$ cat config.mk
export PLATFORM = sky130hd
export DESIGN_NAME = mult_booth_flat
export DESIGN_NICKNAME = d
export VERILOG_FILES = /design/src/rtl/mult_booth_pkg.sv /design/src/rtl/mult_booth_if.sv /design/src/rtl/mult_booth_step.sv /design/src/rtl/mult_booth.sv /design/src/flat_wrapper.sv
export SDC_FILE = /design/constraint.sdc
export NUM_CORES = 1
export LEC_CHECK = 0
export CELL_PAD_IN_SITES_DETAIL_PLACEMENT = 1
export CELL_PAD_IN_SITES_GLOBAL_PLACEMENT = 2
export CORE_MARGIN = 2
export CORE_UTILIZATION = 33
export DETAILED_ROUTE_END_ITERATION = 10
export GPL_ROUTABILITY_DRIVEN = 0
export GPL_TIMING_DRIVEN = 0
export PLACE_DENSITY_LB_ADDON = 0.12
export SLEW_MARGIN = 30
export SYNTH_ARGS = -nofsm -noshare
export SYNTH_HDL_FRONTEND = slang
export SYNTH_SLANG_ARGS = --single-unit
$ cat constraint.sdc
create_clock -name clk -period 5.9 [get_ports clk]
set_input_delay 0.885 -clock clk [delete_from_list [all_inputs] [get_ports clk]]
set_output_delay 0.885 -clock clk [all_outputs]
set_load 0.01 [all_outputs]
$ cat src/rtl/mult_booth_pkg.sv
// Shared definitions for the sequential radix-2 Booth multiplier.
//   MULT_WIDTH   default operand width
//   mb_state_e   FSM encodings (IDLE=0, CALC=1, DONE=2); the control unit's
//                HI/LO sequencing uses these same encodings
//   booth_op_e   per-iteration action chosen from {Q[0], Q_-1}
//   booth_decode maps the two recoding bits to an action
package mult_booth_pkg;

  localparam int unsigned MULT_WIDTH = 32;

  typedef enum logic [1:0] {
    MB_IDLE = 2'd0,
    MB_CALC = 2'd1,
    MB_DONE = 2'd2
  } mb_state_e;

  typedef enum logic [1:0] {
    OP_NONE = 2'd0,
    OP_ADD  = 2'd1,
    OP_SUB  = 2'd2
  } booth_op_e;

  // 01 -> add M, 10 -> subtract M, 00/11 -> run of equal bits, no change
  function automatic booth_op_e booth_decode(input logic q0, input logic q_m1);
    booth_op_e op;
    case ({q0, q_m1})
      2'b01:   op = OP_ADD;
      2'b10:   op = OP_SUB;
      default: op = OP_NONE;
    endcase
    return op;
  endfunction

endpackage

$ cat src/rtl/mult_booth_if.sv
// Handshake/data bundle between the multicycle control unit and the Booth
// multiplier.
//   start         pulse to begin a multiply (sampled in IDLE only)
//   a_in / b_in   signed multiplicand / multiplier, sampled with start
//   busy          multiplier is in CALC or DONE
//   done          one-cycle pulse, hi_out/lo_out hold the new product
//   hi_out/lo_out upper/lower halves of the 2*WIDTH product
// master: control unit side; slave: multiplier side.
interface mult_booth_if
  import mult_booth_pkg::*;
#(
  parameter int unsigned WIDTH = MULT_WIDTH
);

  logic             start;
  logic [WIDTH-1:0] a_in;
  logic [WIDTH-1:0] b_in;
  logic             busy;
  logic             done;
  logic [WIDTH-1:0] hi_out;
  logic [WIDTH-1:0] lo_out;

  modport master (
    output start, a_in, b_in,
    input  busy, done, hi_out, lo_out
  );

  modport slave (
    input  start, a_in, b_in,
    output busy, done, hi_out, lo_out
  );

endinterface

$ cat src/rtl/mult_booth_step.sv
// One combinational radix-2 Booth iteration: optional add/subtract of M into
// the accumulator, then an arithmetic right shift of {acc, Q, Q_-1}.
//   acc       (WIDTH+1) current accumulator
//   q         (WIDTH)   current multiplier/low-product register
//   q_m1      (1)       bit shifted out of Q on the previous iteration
//   m         (WIDTH+1) sign-extended multiplicand
//   acc_next, q_next, q_m1_next  register values after this iteration
module booth_step
  import mult_booth_pkg::*;
#(
  parameter int unsigned WIDTH = MULT_WIDTH
) (
  input  logic [WIDTH:0]   acc,
  input  logic [WIDTH-1:0] q,
  input  logic             q_m1,
  input  logic [WIDTH:0]   m,
  output logic [WIDTH:0]   acc_next,
  output logic [WIDTH-1:0] q_next,
  output logic             q_m1_next
);

  logic [WIDTH:0] sum;

  // Add/subtract selected by the recoding bits
  always_comb begin
    sum = acc;
    case (booth_decode(q[0], q_m1))
      OP_ADD:  sum = acc + m;
      OP_SUB:  sum = acc - m;
      default: sum = acc;
    endcase
  end

  // Arithmetic shift right of {sum, q, q_m1}, replicating the sum MSB
  assign acc_next  = {sum[WIDTH], sum[WIDTH:1]};
  assign q_next    = {sum[0], q[WIDTH-1:1]};
  assign q_m1_next = q[0];

endmodule

$ cat src/rtl/mult_booth.sv
// Sequential radix-2 Booth multiplier, signed WIDTH x WIDTH -> 2*WIDTH,
// WIDTH iterations per product; sits downstream of the multicycle control unit.
//   clk    system clock
//   reset  asynchronous, active-high; clears all state
//   bus    mult_booth_if slave: start/a_in/b_in in; busy/done/hi_out/lo_out out
// busy is decoded from state; done, hi_out and lo_out are registered.
module mult_booth
  import mult_booth_pkg::*;
#(
  parameter int unsigned WIDTH = MULT_WIDTH
) (
  input logic           clk,
  input logic           reset,
  mult_booth_if.slave   bus
);

  localparam int unsigned CNT_W = $clog2(WIDTH) + 1;

  mb_state_e        state;
  logic [WIDTH:0]   acc;
  logic [WIDTH-1:0] q;
  logic             q_m1;
  logic [WIDTH:0]   m;
  logic [CNT_W-1:0] count;
  logic             done;
  logic [WIDTH-1:0] hi_out;
  logic [WIDTH-1:0] lo_out;

  logic [WIDTH:0]   acc_next;
  logic [WIDTH-1:0] q_next;
  logic             q_m1_next;

  booth_step #(.WIDTH(WIDTH)) u_step (
    .acc       (acc),
    .q         (q),
    .q_m1      (q_m1),
    .m         (m),
    .acc_next  (acc_next),
    .q_next    (q_next),
    .q_m1_next (q_m1_next)
  );

  // FSM, datapath registers and output registers
  always_ff @(posedge clk or posedge reset) begin
    if (reset) begin
      state  <= MB_IDLE;
      acc    <= '0;
      q      <= '0;
      q_m1   <= 1'b0;
      m      <= '0;
      count  <= '0;
      done   <= 1'b0;
      hi_out <= '0;
      lo_out <= '0;
    end else begin
      case (state)
        MB_IDLE: begin
          done <= 1'b0;
          if (bus.start) begin
            // Extra sign bit keeps acc - M exact when a_in is the most negative value
            m     <= {bus.a_in[WIDTH-1], bus.a_in};
            q     <= bus.b_in;
            acc   <= '0;
            q_m1  <= 1'b0;
            count <= CNT_W'(WIDTH);
            state <= MB_CALC;
          end
        end
        MB_CALC: begin
          acc   <= acc_next;
          q     <= q_next;
          q_m1  <= q_m1_next;
          count <= count - CNT_W'(1);
          // Last iteration: publish the post-shift product alongside the step
          if (count == CNT_W'(1)) begin
            hi_out <= acc_next[WIDTH-1:0];
            lo_out <= q_next;
            done   <= 1'b1;
            state  <= MB_DONE;
          end
        end
        MB_DONE: begin
          done  <= 1'b0;
          state <= MB_IDLE;
        end
        default: begin
          done  <= 1'b0;
          state <= MB_IDLE;
        end
      endcase
    end
  end

  assign bus.busy   = (state != MB_IDLE);
  assign bus.done   = done;
  assign bus.hi_out = hi_out;
  assign bus.lo_out = lo_out;

endmodule

$ cat src/flat_wrapper.sv
// flat-port wrapper written by rule: the top's interface ports become plain ports
module mult_booth_flat import mult_booth_pkg::*;
#(
  parameter int unsigned WIDTH = MULT_WIDTH
)
  (clk, reset, bus_start, bus_a_in, bus_b_in, bus_busy, bus_done, bus_hi_out, bus_lo_out);
  mult_booth_if #(.WIDTH(WIDTH)) bus_i ();
  input logic clk;
  input logic reset;
  input wire logic [$bits(bus_i.start)-1:0] bus_start;
  input wire logic [$bits(bus_i.a_in)-1:0] bus_a_in;
  input wire logic [$bits(bus_i.b_in)-1:0] bus_b_in;
  output wire logic [$bits(bus_i.busy)-1:0] bus_busy;
  output wire logic [$bits(bus_i.done)-1:0] bus_done;
  output wire logic [$bits(bus_i.hi_out)-1:0] bus_hi_out;
  output wire logic [$bits(bus_i.lo_out)-1:0] bus_lo_out;
  assign bus_i.start = bus_start;
  assign bus_i.a_in = bus_a_in;
  assign bus_i.b_in = bus_b_in;
  assign bus_busy = bus_i.busy;
  assign bus_done = bus_i.done;
  assign bus_hi_out = bus_i.hi_out;
  assign bus_lo_out = bus_i.lo_out;
  mult_booth #(.WIDTH(WIDTH)) u_core (.clk(clk), .reset(reset), .bus(bus_i));
endmodule
* After elaboration in Yosys (flattened, before gate mapping) *
Index checks and enable logic that the tools add are counted.

word-level totals
  output and inout port bits = 66
  input port bits = 67
  word-level logic and storage cells = 42
  register bits after elaboration = 171

operators by class
  reductions and logical operators = 7
  equality and inequality tests = 8
  muxes and demuxes = 15
  $add $sub $neg = 3

operator list
  operator                                               count
  one-hot mux 33 bit (2 select lines)                    2
  one-hot mux 32 bit (2 select lines)                    1
  adder 33 bit                                           1
  2-to-1 mux 33 bit                                      1
  subtractor 33 bit                                      1
  2-to-1 mux 32 bit                                      1
  one-hot mux 6 bit (2 select lines)                     1
  one-hot mux 2 bit (2 select lines)                     2
  AND reduction 2 bit                                    4
  equality test 2 x 1 -> 1 bit, second input constant    3
  equality test 6 x 1 -> 1 bit, second input constant    1
  2-to-1 mux 6 bit                                       1
  subtractor 6 x 1 -> 6 bit, second input constant       1
  equality test 2 bit, second input constant             2
  2-to-1 mux 2 bit                                       2
  nonzero test 2 bit                                     2
  2-to-1 mux 1 bit                                       3
  zero test 2 bit                                        1
  inequality test 2 x 1 -> 1 bit, second input constant  1
  inequality test 2 bit, second input constant           1
  one-hot mux 1 bit (2 select lines)                     1

* Depth between registers and ports, before layout *
  word-level depth = 5
  gate-level depth with buffers = 20
  mapped depth without buffers = 19

* Hierarchy *
From an unflattened synthesis, not the netlist that was laid out.

second synthesis, totals
  cells, all modules = 1075
  area, all modules = 9964.6 sq um

by module, submodules not included
  module      seq. area each (sq um)  area each (sq um)  instances  cells an instance
  mult_booth  4279.1                  6867.8             1          600
  booth_step  0.0                     3096.7             1          475

* Least setup slack after synthesis *
OpenSTA, ideal clock, no wires.

  path type = register to register
  from = register u_core.m[2]
  to = register u_core.hi_out[28] (netlist: u_core.bus.hi_out[28])
  cell stages (with the launch flop) = 19
  required time = 5801 ps
  arrival time = 3907 ps
  path slack = 1893 ps
  buffers on the path = 1
  period minus slack after synthesis = 4007 ps
  library setup time = 99 ps
  path through = dfrtp_1 or3_4 or3_1 nor3_2 nand2b_1 nor4_4 nand3b_1 nor3_1 nor2_1 xnor2_1 ha_1 buf_6 a21o_1 a21o_1 a221o_1 a21o_1 a31o_2 xnor2_1 a311oi_1

between the ends
  cells in the longest elaborated chain, start to end = 2
  elaborated cells between the ends (all ways) = 3
  those cells by class = add/sub: 2; mux: 1

RTL lines
  what                                               RTL line                                      RTL
  from (decl)                                        mult_booth.sv:23                              logic [WIDTH:0] m;
  from (signal assigned)                             mult_booth.sv:61                              m <= {bus.a_in[WIDTH-1], bus.a_in};
  subtractor 33 bit or adder 33 bit (tied branches)  mult_booth_step.sv:29, mult_booth_step.sv:28
  one-hot mux 33 bit (2 select lines) (*)            mult_booth_step.sv:27                         case (booth_decode(q[0], q_m1))
  to (signal assigned)                               mult_booth.sv:76                              hi_out <= acc_next[WIDTH-1:0];
  to (decl)                                          mult_booth.sv:26                              logic [WIDTH-1:0] hi_out;

Mark *: on every way between the ends. The rest lies on a longest branch, timed or not.
A chain may end at the register's enable or synchronous reset.

* Worst setup path in the final report *
  from = register u_core.m[2]
  to = register u_core.acc[29]

between the ends
  cells in the longest elaborated chain, start to end = 3
  elaborated cells between the ends (all ways) = 4
  those cells by class = add/sub: 2; mux: 2

RTL lines
  what                                               RTL line                                      RTL
  subtractor 33 bit or adder 33 bit (tied branches)  mult_booth_step.sv:29, mult_booth_step.sv:28
  one-hot mux 33 bit (2 select lines) (*)            mult_booth_step.sv:27
  one-hot mux 33 bit (2 select lines) (*)            mult_booth.sv:56                              case (state)
  to (signal assigned)                               mult_booth.sv:70                              acc <= acc_next;
  to (decl)                                          mult_booth.sv:20                              logic [WIDTH:0] acc;

Marks and branches as above.

==> impl_metrics.csv <==
group,metric,value,unit
sta,slew_viol_final,0,
clocking,insertion_delay,0.45,ns
logic_synthesis,synth_warnings,0,
setup_path,critPathMaxFanout,7,
logic_synthesis,synth_area_leader_cell,"dfrtp_1",
routing,final_antenna_net_count,0,
setup_path,required,6.20,ns
pwr,power.density,749,mW/mm2
floorplan,core_area,0.0276,mm2
logic_synthesis,synth_top_area_share,46.1,%
sta,slew_headroom,44.9,%
sta,fin_skew,0.0166,ns
layout,layout.cells.non_filler,1610,
routing,drt_iter0_markers,408,
clocking,htree_levels,4,
logic_synthesis,synth-seq-cells,170,
sta,timing.fmax,0.201,GHz
layout,most-common-layout-cells,"nand2_1 (307), dfrtp_1 (170), clkdlybuf4s50_1 (132), o21ai_0 (69), a21oi_1 (63)",
layout,regArea,0.00425,mm2
sta,finalCritPeriodShare,84.3,%
clocking,clk_pin_slew,0.08,ns
clocking,numClockSinks,170,
outcome,status,"finished, final reports clean",
routing,first_pass_iters,4,
worst_hold_path,hold_path.class,"register to register",
floorplan,die_w,171,um
logic_synthesis,synth-edff-count,0,
floorplan,rows,61,
setup_path,endpoint_kind,"register",
setup_path,rr_worst_depth,19,
layout,drive_gt1_share,5.28,%
setup_path,start_kind,"register",
pwr,peakVddDrop,320,uV
sta,worst_pin_slew,0.827,ns
sta,min_period,4.98,ns
floorplan,dieArea,0.0293,mm2
logic_synthesis,syn-cell-area,0.00922,mm2
place,port_buffers,132,
grt,grt_pass1_wl,47.8,mm
logic_synthesis,avgSynthCellArea,8.65,um2
floorplan,fp.dieH,171,um
clocking,cts_tree,"yes",
routing,drc,0,
logic_synthesis,synth_flop_cell,"dfrtp_1",
pwr,p_leak,5.24,nW
clocking,cts-resized-gates,0,
layout,multi_input_area,0.00461,mm2
floorplan,start_util,33.4,%
grt,grt_usage,21.4,%
setup_path,crit_type,"register to register",
floorplan,ioPinCount,133,
clocking,cts_setup_buffers,0,
logic_synthesis,async_reset_ff_share,100,%
clocking,cts_hold_buf,0,
sta,setup_violations,0,
layout,antenna_cells,0,
sta,holdWs,0.478,ns
setup_path,arrival,5.27,ns
place,placed_area,0.0111,mm2
layout,final_common_cell,"nand2_1",
grt,grt_max_degree,71,
sta,grt_setup_unrepaired,"no",
routing,via_per_inst,4.99,
logic_synthesis,ys_seq_area_share,46.1,%
clocking,cts-buffers-inserted,17,
layout,nets,1323,
grt,grt_pass1_vias,8448,
logic_synthesis,syn_nets,1170,
routing,wl_per_cell,18.4,um
sta,finalSetupTns,0,ns
place,hpwlAfterDp,22.6,mm
layout,fillers,3293,
grt,overflow,0,
layout,design_area,0.0117,mm2
routing,wl,29.6,mm
logic_synthesis,synthCells,1066,
sta,final-hold-violation-count,0,
logic_synthesis,synth_area_leaders,"dfrtp_1 (46%), nand2_1 (12%), ha_1 (4.9%), xnor2_1 (3.9%), o21ai_0 (3.7%)",
clocking,cts_buffer_depth,2,
routing,vias,8033,
logic_synthesis,ys_types,63,
job,maxCapViolCount,0,
clocking,cts_root_buf,"clkbuf_16",
worst_hold_path,min_path_cells,1,
layout,syn2layout_area_growth,26.7,%
place,dp.cells,1578,
grt,grt_antenna_before_repair,0,
==> synthesized netlist by cell type (2+ instances only) <==
cell and number:
buf_1 3, o31ai_1 4, a21o_1 13, nor3_1 14, nor4_4 2, xnor2_1 41, o21a_1 2, nor2_1 57
a21oi_1 63, inv_1 17, a211oi_1 4, clkbuf_8 4, nor3_2 4, xor2_1 18, o21bai_1 6, o31a_1 2
nand2_1 307, a22oi_1 31, o21ai_0 69, o21ai_2 2, and3_1 6, or3_1 3, buf_6 3, o21ai_1 18
nand3b_1 2, mux2_2 2, ha_1 36, o211ai_1 4, nor2b_1 4, a221o_1 3, a31oi_1 11, clkinv_1 2
a311oi_1 3, clkbuf_1 45, and2_1 3, mux2i_1 9, nand4_1 4, nand3_1 39, nor4_1 2, dfrtp_1 170
nand2b_1 12
==> per-layer routing <==
layer	up-vias	global-route usage [%]	part of all wire, %
met5	-	0	0
met4	0	5.53	1.4
met3	28	3.77	3.7
met2	138	35.6	48
met1	3930	28.8	47
li1	3937	-	-
==> flip-flops by register name, indices dropped and copies added, names as in the netlist <==
| name | cells |
|---|---|
| u_core.acc | 32 |
| u_core.bus.done | 1 |
| u_core.bus.hi_out | 32 |
| u_core.bus.lo_out | 32 |
| u_core.count | 6 |
| u_core.m | 32 |
| u_core.q | 32 |
| u_core.q_m1 | 1 |
| u_core.state | 2 |
==> critical path, stage by stage (launching register included) <==
cell and delay, ns:
dfrtp_1 0.44, or3_4 0.44, or3_1 0.37, nor3_2 0.15
nand2b_1 0.16, nor4_4 0.29, nand3b_1 0.19, nor2b_1 0.20
xnor2_1 0.28, ha_1 0.30, buf_6 0.14, a21oi_1 0.18
o211ai_1 0.15, a311oi_1 0.38, a21oi_1 0.25, a31oi_1 0.22
o211ai_1 0.13, xor2_1 0.17, mux2i_1 0.27, o21ai_0 0.12
==> power by group <==
part / switching, mW / internal [mW] / leakage [nW]
registers: 0.487 / 1.72 / 2.17
logic: 3.13 / 2.25 / 2.78
clock network: 0.582 / 0.576 / 0.293
total: 4.20 / 4.55 / 5.24
==> path summary, 6_finish.rpt <==
check	start	endpoint	slack, ns
worst max-delay path	u_core.m[2]	u_core.acc[29]	0.92
worst max register to register	u_core.m[2]	u_core.acc[29]	0.92
worst min register to register	u_core.count[5]	u_core.count[5]	0.48
worst min-delay path	u_core.count[5]	u_core.count[5]	0.48
max in group asynchronous	reset	u_core.acc[26]	4.36
min in group asynchronous	reset	u_core.bus.lo_out[28]	0.84
==> stage by stage <==
step                util (%)  setup slack (ns)  total power, mW
detailed placement      40.1             0.864             7.65
floorplan                  -             0.412             5.91
CTS                     42.3             0.822             8.85
global route            42.3             0.560             9.62
global placement        39.9             -2.43             7.53
finish                  42.3             0.925             8.75
==> kinds of logic after synthesis <==
family	share of synthesized area (%)
buffers and inverters	3.88
AO/OA/AOI/OAI	16.3
flip-flops	46.1
multiplexers	1.22
AND/OR/NAND/NOR	21.7
XOR/XNOR	5.60
adder cells (fa/ha/maj)	5.10
==> final cells by class <==
cell class | count | share of cell area [%]
tap | 378 | 4.05
timing repair buffer | 134 | 11.8
multi-input combinational | 819 | 39.5
clock buffer | 18 | 3.67
buffer | 58 | 2.45
sequential | 170 | 36.4
clock inverter | 14 | 1.48
inverter | 19 | 0.675
(Power assumes the default switching activity.)
==> RTL edit 1, RTL diff (same settings) <==
The 3 states of `mb_state_e` get a one-hot encoding in 3 bits.
--- a/src/rtl/mult_booth_pkg.sv
+++ b/src/rtl/mult_booth_pkg.sv
@@ -8,10 +8,10 @@
 
   localparam int unsigned MULT_WIDTH = 32;
 
-  typedef enum logic [1:0] {
-    MB_IDLE = 2'd0,
-    MB_CALC = 2'd1,
-    MB_DONE = 2'd2
+  typedef enum logic [2:0] {
+    MB_IDLE = 3'b001,
+    MB_CALC = 3'b010,
+    MB_DONE = 3'b100
   } mb_state_e;
 
   typedef enum logic [1:0] {
Behaviour: no difference found for any inputs over 10 cycles, from zero or initial values and one cycle with reset high; not proved beyond that.
==> RTL edit 1 against the unedited design <==
- non-clock buffer count rose by 4
- count of clock-buffer cells in the layout is 1 lower
- sequential cell count is 1 higher
- final cell count up 1.7%
- critical path depth is 2 lower
- worst setup slack got worse by 0.39 ns
- power is 21% lower
- routed wire length rose by 0.83%
- die area up 0.54%
- final area is 0.40% higher
- synthesized area up 0.56%
- critical path type unchanged
- critical endpoint is now u_core.acc[31]$_DFFE_PP0P_
==> RTL edit 1: results (changes against the unedited design) <==
Hold EP u_core.bus.lo_out[25]$_DFFE_PP0P_; count of cell types in the netlist 57 (-9.5%); VDD IR max 0.214 mV (-33%); Max stage delay on crit path 0.62 ns (+0.18 ns); fin area 11700 sq um (+0.40%); post-synthesis xor/xnor area fraction 5.57% (-0.031 points); clkbuf count 17 (-1); DR vias 8334 (+3.7%); sequential cell area share 36.5% (+0.080 points); Worst Hold Depth 2 (+1); Fillers 3283 (-0.30%); Seq cells post-synth 171 (+0.59%); vias in the first global route 8595 (+1.7%); Signal buf overhead 13.8% (-0.47 points); Critical Path AT 5.72 ns (+0.45 ns); met3 routed WL 841 microns (-23%); crit path to u_core.acc[31]$_DFFE_PP0P_; largest net degree at the start of global routing 85 (+20%); multi-input gates 839 (+2.4%); Post-Syn Nets 1198 (+2.4%); first-pass GRT wire length 47.6 mm (-0.51%); Max-slew headroom 40.5% (-4.3 points); LEAKAGE 5.34 nW (+1.9%); syn_area_per_cell 8.48 sq um (-2.0%); Synth Area in Compound Gates 16.3% (-0.036 points); status finished clean; fraction of area in multi-input gates 40.0% (+0.53 points); grt met3 use 2.55% (-1.2 points); setup slack, reg-to-reg 0.54 ns (-0.39 ns); DR vias/cell 5.09 (+2.0%)
==> RTL edit 1: changes by cell type in the layout (fill, tap and decap cells not counted), moves of 5 or more <==
cell / change
a21oi_1: +14
buf_1: +6
nand3_1: -7
nand2_1: +12
nand2b_1: -6
nor2_1: +6
o21ai_0: +6
o21ai_1: -18
a21o_1: -5
==> RTL edit 1: where the power goes <==
group | switching (mW) | internal [mW] | leakage (nW) | total [mW]
Sequential | 0.402 | 1.58 | 2.26 | 1.98
Clock | 0.565 | 0.566 | 0.280 | 1.13
Combinational | 2.32 | 1.47 | 2.80 | 3.79
Total | 3.28 | 3.62 | 5.34 | 6.91
==> RTL edit 1: repair_timing <==
item | CTS | global route
endpoints found under the hold margin | 0 | 0
resized for setup | 0 | 2
setup endpoints to repair | 0 | 2
hold buffers | 0 | 0
==> RTL edit 1: worst min-delay path, cell delays in order (launching register included) <==
cell     delay (ns)
dfrtp_1        0.34
nand2_1        0.05
nand2_1        0.05
==> RTL edit 2, RTL diff (config.mk and constraints unchanged) <==
Made on the original files. Change the package constant `MULT_WIDTH` from 32 to 16.
--- a/src/rtl/mult_booth_pkg.sv
+++ b/src/rtl/mult_booth_pkg.sv
@@ -6,7 +6,7 @@
 //   booth_decode maps the two recoding bits to an action
 package mult_booth_pkg;
 
-  localparam int unsigned MULT_WIDTH = 32;
+  localparam int unsigned MULT_WIDTH = 16;
 
   typedef enum logic [1:0] {
     MB_IDLE = 2'd0,
Interface: changed (resized bus_a_in, bus_b_in, bus_hi_out and bus_lo_out); port bits go from 133 to 69. The function was not compared with the original's and may differ.
==> RTL edit 2 against the unedited design <==
- sequential share of layout area up 0.94 points
- power fell by 50%
- final area is 49% lower
- routed wire length is 55% lower
- synthesized area down 49%
- combinational power is 50% lower
- global-route usage decreased by 2.2 points
- die area fell by 48%
- worst setup slack gained 0.85 ns
- clock skew fell by 0.011 ns
- sequential cell count fell by 81
- highest routed layer unchanged
==> RTL edit 2: results (changes against the unedited design) <==
hpwl dp 10.2 mm (-55%); Placement Setup Slack 1.79 ns (+0.922 ns); final wirelength 13.5 mm (-55%); Post-Syn Nets 599 (-49%); Slew @ Worst Pin 0.783 ns (-0.0442 ns); vias in the first global route 4339 (-49%); synth warn 0 (unchanged); share of cells above drive strength 1 4.14% (-1.1 points); Hold Startpoint u_core.bus.lo_out[2]$_DFFE_PP0P_; first-pass GRT wire length 22.5 mm (-53%); placed cells 792 (-50%); CP Class reg -> reg; Worst Hold Depth 2 (+1); Critical Path AT 4.35 ns (-0.92 ns); Post-CTS Setup Bufs 0 (unchanged); count of cell types in the netlist 46 (-27%); CTS HTree Levels 3 (-1); TritonCTS buffer count 9 (-8); Crit Reg-Reg Endpoint u_core.acc[15]$_DFFE_PP0P_; Synth top cells by count nand2_1 (151), dfrtp_1 (89), o21ai_0 (46); Worst R2R Path Depth 13 (-6); NetSw 2.02 mW (-52%); DR vias/cell 5.13 (+2.8%); Post-Syn Instances 543 (-49%); Clock Tree Root clkbuf_16; # nets final 679 (-49%); Finished Layout Cells 808 (-50%); Min Hold Slack 0.479 ns (+0.00194 ns); clock skew 0.00604 ns (-0.0106 ns); number of port buffers 68 (-48%); VDD IR max 0.298 mV (-7.1%); Post-synth ARST share 100% (unchanged); clock latency on the worst-skew pair 0.34 ns (-0.11 ns); Critical Path Start u_core.m[0]$_DFFE_PP0P_; status finished clean; setup slack, reg-to-reg 1.77 ns (+0.85 ns); placed cell area 5680 sq um (-49%); final period utilization 69.9% (-14 points); Max stage delay on crit path 0.57 ns (+0.13 ns); Synth area leaders dfrtp_1 (47%), nand2_1 (12%), ha_1 (5.3%); Slowest cell on crit path or4_1; register area share after synthesis 47.0% (+0.89 points); LEAKAGE 2.70 nW (-49%); Hold EP u_core.bus.lo_out[2]$_DFFE_PP0P_; largest net degree at the start of global routing 52 (-27%); number of DRC markers in iteration 0 164 (-60%)
RTL edit 2: layout make-up:
| type | count | area, sq um |
|---|---|---|
| Fill cell | 1668 | 7970 |
| Multi-Input combinational cell | 411 | 2350 |
| Sequential cell | 89 | 2230 |
| Timing Repair Buffer | 69 | 708 |
| Clock buffer | 10 | 239 |
| Tap cell | 180 | 225 |
| Buffer | 25 | 93.8 |
| Inverter | 18 | 72.6 |
| Clock inverter | 6 | 47.5 |
RTL edit 2: cell families after synthesis:
kind of cell | Yosys count | synth area share, %
adder cells (fa/ha/maj) | 21 | 5.71
XOR/XNOR | 25 | 4.62
multiplexers | 13 | 2.85
AND/OR/NAND/NOR | 234 | 21.3
buffers and inverters | 43 | 3.41
AO/OA/AOI/OAI | 118 | 15.1
flip-flops | 89 | 47.0
RTL edit 2: worst reg2reg max path: stages (launching register included):
cell and delay [ns]:
dfrtp_1 0.42, or4_1 0.57, or3_1 0.38, nor4_2 0.41, a21oi_1 0.15, xnor2_1 0.16, ha_1 0.39, and4_1 0.25
a21boi_0 0.14, o21a_1 0.17, or3_1 0.37, a221oi_2 0.33, nand2_1 0.13, mux2i_1 0.14
RTL edit 2: power groups by stage:
stage	combinational [mW]	sequential [mW]	clock [mW]
3_3_place_gp	2.61	1.15	0
4_1_cts	2.72	1.15	0.580
6_report	2.68	1.15	0.561
2_1_floorplan	1.87	1.14	0
5_1_grt	3.05	1.20	0.605
3_5_place_dp	2.70	1.16	0
RTL edit 2: layer usage:
layer  global-route usage (%)  up-vias  routed length (microns)
li1                         -     2019                        -
met1                     26.8     2062                     6590
met2                     30.7       52                     6360
met3                     2.70       11                      342
met4                     5.97        0                      168
met5                        0        -                        0
